`config.mk`:
```
export PLATFORM = sky130hd
export DESIGN_NAME = pipe_reg_chain
export DESIGN_NICKNAME = d
export VERILOG_FILES = /design/src/rtl/pipe_reg_chain.sv
export SDC_FILE = /design/constraint.sdc
export NUM_CORES = 1
export LEC_CHECK = 0
export CORE_UTILIZATION = 47
export DETAILED_ROUTE_END_ITERATION = 16
export PLACE_DENSITY = 0.72
export RECOVER_POWER = 100
export SKIP_CTS_REPAIR_TIMING = 1
export SLEW_MARGIN = 0
export SYNTH_ARGS = -nofsm -noshare
export SYNTH_HDL_FRONTEND = slang
export SYNTH_SLANG_ARGS = --single-unit
```
`constraint.sdc`:
```
create_clock -name CLOCK -period 2.95 [get_ports CLOCK]
set_input_delay 0.59 -clock CLOCK [delete_from_list [all_inputs] [get_ports CLOCK]]
set_output_delay 0.59 -clock CLOCK [all_outputs]
set_load 0.01 [all_outputs]
```
`src/rtl/pipe_reg_chain.sv`:
```
// pipe_reg_chain: parametrised multi-stage pipeline register with per-stage
// valid bits, global stall (ENABLE), synchronous flush (FLUSH), an
// asynchronous active-high reset and a live occupancy count.
//
// Optional build macro: PIPE_COLLAPSE_EN
//   When defined, a stalled pipeline (ENABLE=0) squeezes bubbles toward the
//   output while the last stage holds. Item order is preserved. When it is
//   undefined, ENABLE=0 freezes every stage. The port list is the same in
//   both builds.
module pipe_reg_chain #(
    parameter int                 WIDTH       = 16,
    parameter int                 DEPTH       = 3,
    parameter logic [WIDTH-1:0]   RESET_VALUE = {WIDTH{1'b0}},
    localparam int                OCC_W       = $clog2(DEPTH + 1)
) (
    input  logic               CLOCK,
    input  logic               RESET,
    input  logic               ENABLE,
    input  logic               FLUSH,
    input  logic [WIDTH-1:0]   D,
    input  logic               D_VALID,
    output logic               IN_READY,
    output logic [WIDTH-1:0]   Q,
    output logic               Q_VALID,
    output logic [OCC_W-1:0]   OCCUPANCY
);

    // Per-stage storage. Stage 0 is the input end, stage DEPTH-1 drives Q.
    logic [WIDTH-1:0] data_reg [DEPTH];
    logic [DEPTH-1:0] valid_reg;

    // load[i]   : stage i takes the item offered from upstream (D for stage 0).
    // vacate[i] : stage i hands its item forward and nothing replaces it.
    logic [DEPTH-1:0] load;
    logic [DEPTH-1:0] vacate;

`ifdef PIPE_COLLAPSE_EN
    // move_fwd[i]: stage i pushes its contents into stage i+1 during a stall.
    // The last stage never moves while stalled; an upstream stage may move
    // when the stage ahead is empty or is itself moving on this edge.
    logic [DEPTH-1:0] move_fwd;

    // Resolve the stall-time move chain from the output end backwards.
    always_comb begin
        move_fwd = '0;
        for (int i = DEPTH - 2; i >= 0; i--) begin
            move_fwd[i] = ~valid_reg[i+1] | move_fwd[i+1];
        end
    end

    // Derive per-stage load/vacate controls for the collapsing build.
    always_comb begin
        load   = '0;
        vacate = '0;
        for (int i = 0; i < DEPTH; i++) begin
            if (i == 0) begin
                load[i] = ENABLE | ~valid_reg[0] | move_fwd[0];
            end else begin
                load[i] = ENABLE | move_fwd[i-1];
            end
            vacate[i] = ~ENABLE & move_fwd[i] & ~load[i];
        end
    end
`else
    // Without collapse the whole chain either shifts together or holds.
    always_comb begin
        load   = {DEPTH{ENABLE}};
        vacate = '0;
    end
`endif

    // Stage 0 accepts D exactly when it loads and no flush is in progress.
    always_comb begin
        IN_READY = load[0] & ~FLUSH;
    end

    // One register stage per generate iteration; reset and flush clear it,
    // otherwise it loads from upstream, empties, or holds.
    generate
        for (genvar gi = 0; gi < DEPTH; gi++) begin : g_stage
            logic [WIDTH-1:0] src_data;
            logic             src_valid;

            if (gi == 0) begin : g_src_in
                assign src_data  = D;
                assign src_valid = D_VALID;
            end else begin : g_src_prev
                assign src_data  = data_reg[gi-1];
                assign src_valid = valid_reg[gi-1];
            end

            // Stage register with asynchronous reset and synchronous flush.
            always_ff @(posedge CLOCK or posedge RESET) begin
                if (RESET) begin
                    data_reg[gi]  <= RESET_VALUE;
                    valid_reg[gi] <= 1'b0;
                end else if (FLUSH) begin
                    data_reg[gi]  <= RESET_VALUE;
                    valid_reg[gi] <= 1'b0;
                end else if (load[gi]) begin
                    data_reg[gi]  <= src_data;
                    valid_reg[gi] <= src_valid;
                end else if (vacate[gi]) begin
                    valid_reg[gi] <= 1'b0;
                end
            end
        end
    endgenerate

    // Outputs come straight from the last stage's flops.
    assign Q       = data_reg[DEPTH-1];
    assign Q_VALID = valid_reg[DEPTH-1];

    // Popcount of the valid bits; bounded by DEPTH by construction.
    always_comb begin
        OCCUPANCY = '0;
        for (int i = 0; i < DEPTH; i++) begin
            OCCUPANCY = OCCUPANCY + OCC_W'(valid_reg[i]);
        end
    end

endmodule

```
==> metrics.txt <==
status finished with violations; failing checks capacitance limit, slew limit; synth unique cells 11; first-pass GRT wire length 6423 um; pin count of the biggest net entering global routing 52; WL met3 140 um; RSZ-0062 raised after global routing no; crit path DAT 1.88 ns; power per cell area 488.7 nW/um^2; Via density 5.050; # port buffers 40; post-synth top area share 0.6021; Hold WC Path Type reg -> reg; n_diodes 0; min Tclk post-route 2.473 ns; net count after synthesis 190; Area Overhead vs Synth 21.13%; initial DRC count 64; # IOs 41; Worst-Margin Slew 1.607 ns; Fmax 404.4 MHz; drt pass-1 iters 4; clk slew on worst S/H paths 0.08 ns; H-tree depth 2; metal2 WL 1821 um; TritonCTS sink count 51; maxcap violations 1; Syn. warnings 0; Mapped Area 2120 um^2; Core ar. 4354 um^2; ys async rst share 1.000; Die ar. 4782 um^2; Critical-path top delay cell dlygate4sd3_1; clk buf depth 2; post-synth top area cell dfrtp_1; max-slew violations 52; detailed placement HPWL 2546 um; via count of the first global-routing pass 1342; CP peak stage delay 0.61 ns; NumNets Final 229; worst vdd ir 0.3199 mV; GP Congestion 0.7321; Post-DRT Antenna Nets 0; drc violations 0; FP Rows 24; Syn Area/Cell 12.62 um^2; critical path data required time 2.36 ns; Initial Util 0.4868; Seq/Total Area, Yosys 0.6021; ys flop type dfrtp_1; Area contributors post-synth dfrtp_1 60%, mux2i_1 24%, nor2_1 9.0%, buf_8 3.5%, fa_1 0.94%; Placed Cells 252; Yosys reg bits 51; setup TNS 0 ns; CTS root buf clkbuf_8; drt wl/cell 14.30 um; Setup CP Type reg -> out; worst path cell trace fa_1, dlygate4sd3_1; Final setup viols 0; final core occ 0.5897; via count 1313; Global Route Usage Sum 0.1686; TritonCTS clock tree yes; layout cell share with drive strength beyond 1 0.05769; EDFF count, synth 0; fin crit share 0.8381; synthesized instance count 168; die height 69.16 um; LEAKAGE 1.368 nW; worst-skew pair later-pin latency 0.30 ns; Final Hold Viols 0; hold_ws 0.5194 ns; WL met1 1704 um; initial antenna violation count 0; Clock Skew 0.005437 ns; CP max FO 3; CTS Buf Count 5; Slew headroom -0.07142; Finished Layout Cells 260; final wirelength 3718 um; DIE WIDTH 69.16 um; Power Total 1.255 mW; kind of end point of the critical path output pin; Remaining Overflow, GRT 0; crit path launch type flip-flop; max layer used met4; most frequent cells after synthesis 51 x dfrtp_1, 51 x mux2i_1, 51 x nor2_1
==> worst max-delay path: cells and delay by family, from the launching register on <==
kind	cells	cell delay [ns]
buffers and inverters	1	0.61
adders and majority gates	1	0.56
DFF	1	0.42
==> report_power, final <==
part / total (mW) / internal [mW] / switching, mW
sequential: 0.737 / 0.723 / 0.0140
clock: 0.383 / 0.163 / 0.221
combinational: 0.135 / 0.0674 / 0.0673
==> cells in the final DEF (no fill, tap or decap), types with 2 or more instances in the layout <==
cell type,n
clkbuf_8,5
mux2i_1,51
nor2_1,51
clkinv_2,3
dlygate4sd3_1,21
buf_2,2
clkdlybuf4s50_1,17
dfrtp_1,51
clkbuf_1,2
==> layer usage <==
layer	track usage	vias to the layer above
li1	-	627
met1	0.2229	653
met2	0.2718	26
met3	0.04386	7
met4	0.05442	0
met5	0	-
==> layout make-up <==
cell class	count	area, um^2
fill	353	1787
sequential	51	1276
multi-input combinational	104	728.2
timing repair buffer	44	410.4
clock buffer	5	68.82
tap	52	65.06
clock inverter	3	15.01
inverter	1	3.754
==> per-stage QoR <==
stage          cell area (um^2)  setup WS [ns]
3_3_place_gp               2494         0.8949
4_1_cts                    2577         0.5092
2_1_floorplan              2120          1.130
5_1_grt                    2567         0.4116
3_5_place_dp               2494         0.8697
6_report                   2567         0.4775
==> sequential cells by signal, indices dropped and copies added (netlist names) <==
register / count
Q: 16
g_stage.src_valid: 2
g_stage.src_data: 32
Q_VALID: 1
==> cells by family after synthesis <==
| group | share of synthesized area |
|---|---|
| simple gates | 0.09327 |
| mux | 0.2409 |
| flops | 0.6021 |
| buf+inv | 0.05430 |
| fa+ha+maj | 0.009445 |
==> path summary, 6_finish.rpt <==
path                                                       start                             endpoint  slack, ns  cells past startpoint
worst max-delay path                         Q_VALID$_DFFE_PP0P_                         OCCUPANCY[0]       0.48                      2
worst min-delay path                            Q[2]$_DFFE_PP0P_                     Q[2]$_DFFE_PP0P_       0.52                      2
worst max register to register  g_stage[1].src_valid$_DFFE_PP0P_     g_stage[2].src_valid$_DFFE_PP0P_       2.17                      2
worst min register to register                  Q[2]$_DFFE_PP0P_                     Q[2]$_DFFE_PP0P_       0.52                      2
max in group asynchronous                                  RESET   g_stage[1].src_data[4]$_DFFE_PP0P_       0.82                      3
min in group asynchronous                                  RESET  g_stage[2].src_data[13]$_DFFE_PP0P_       0.98                      2
(Power assumes the default switching activity.)
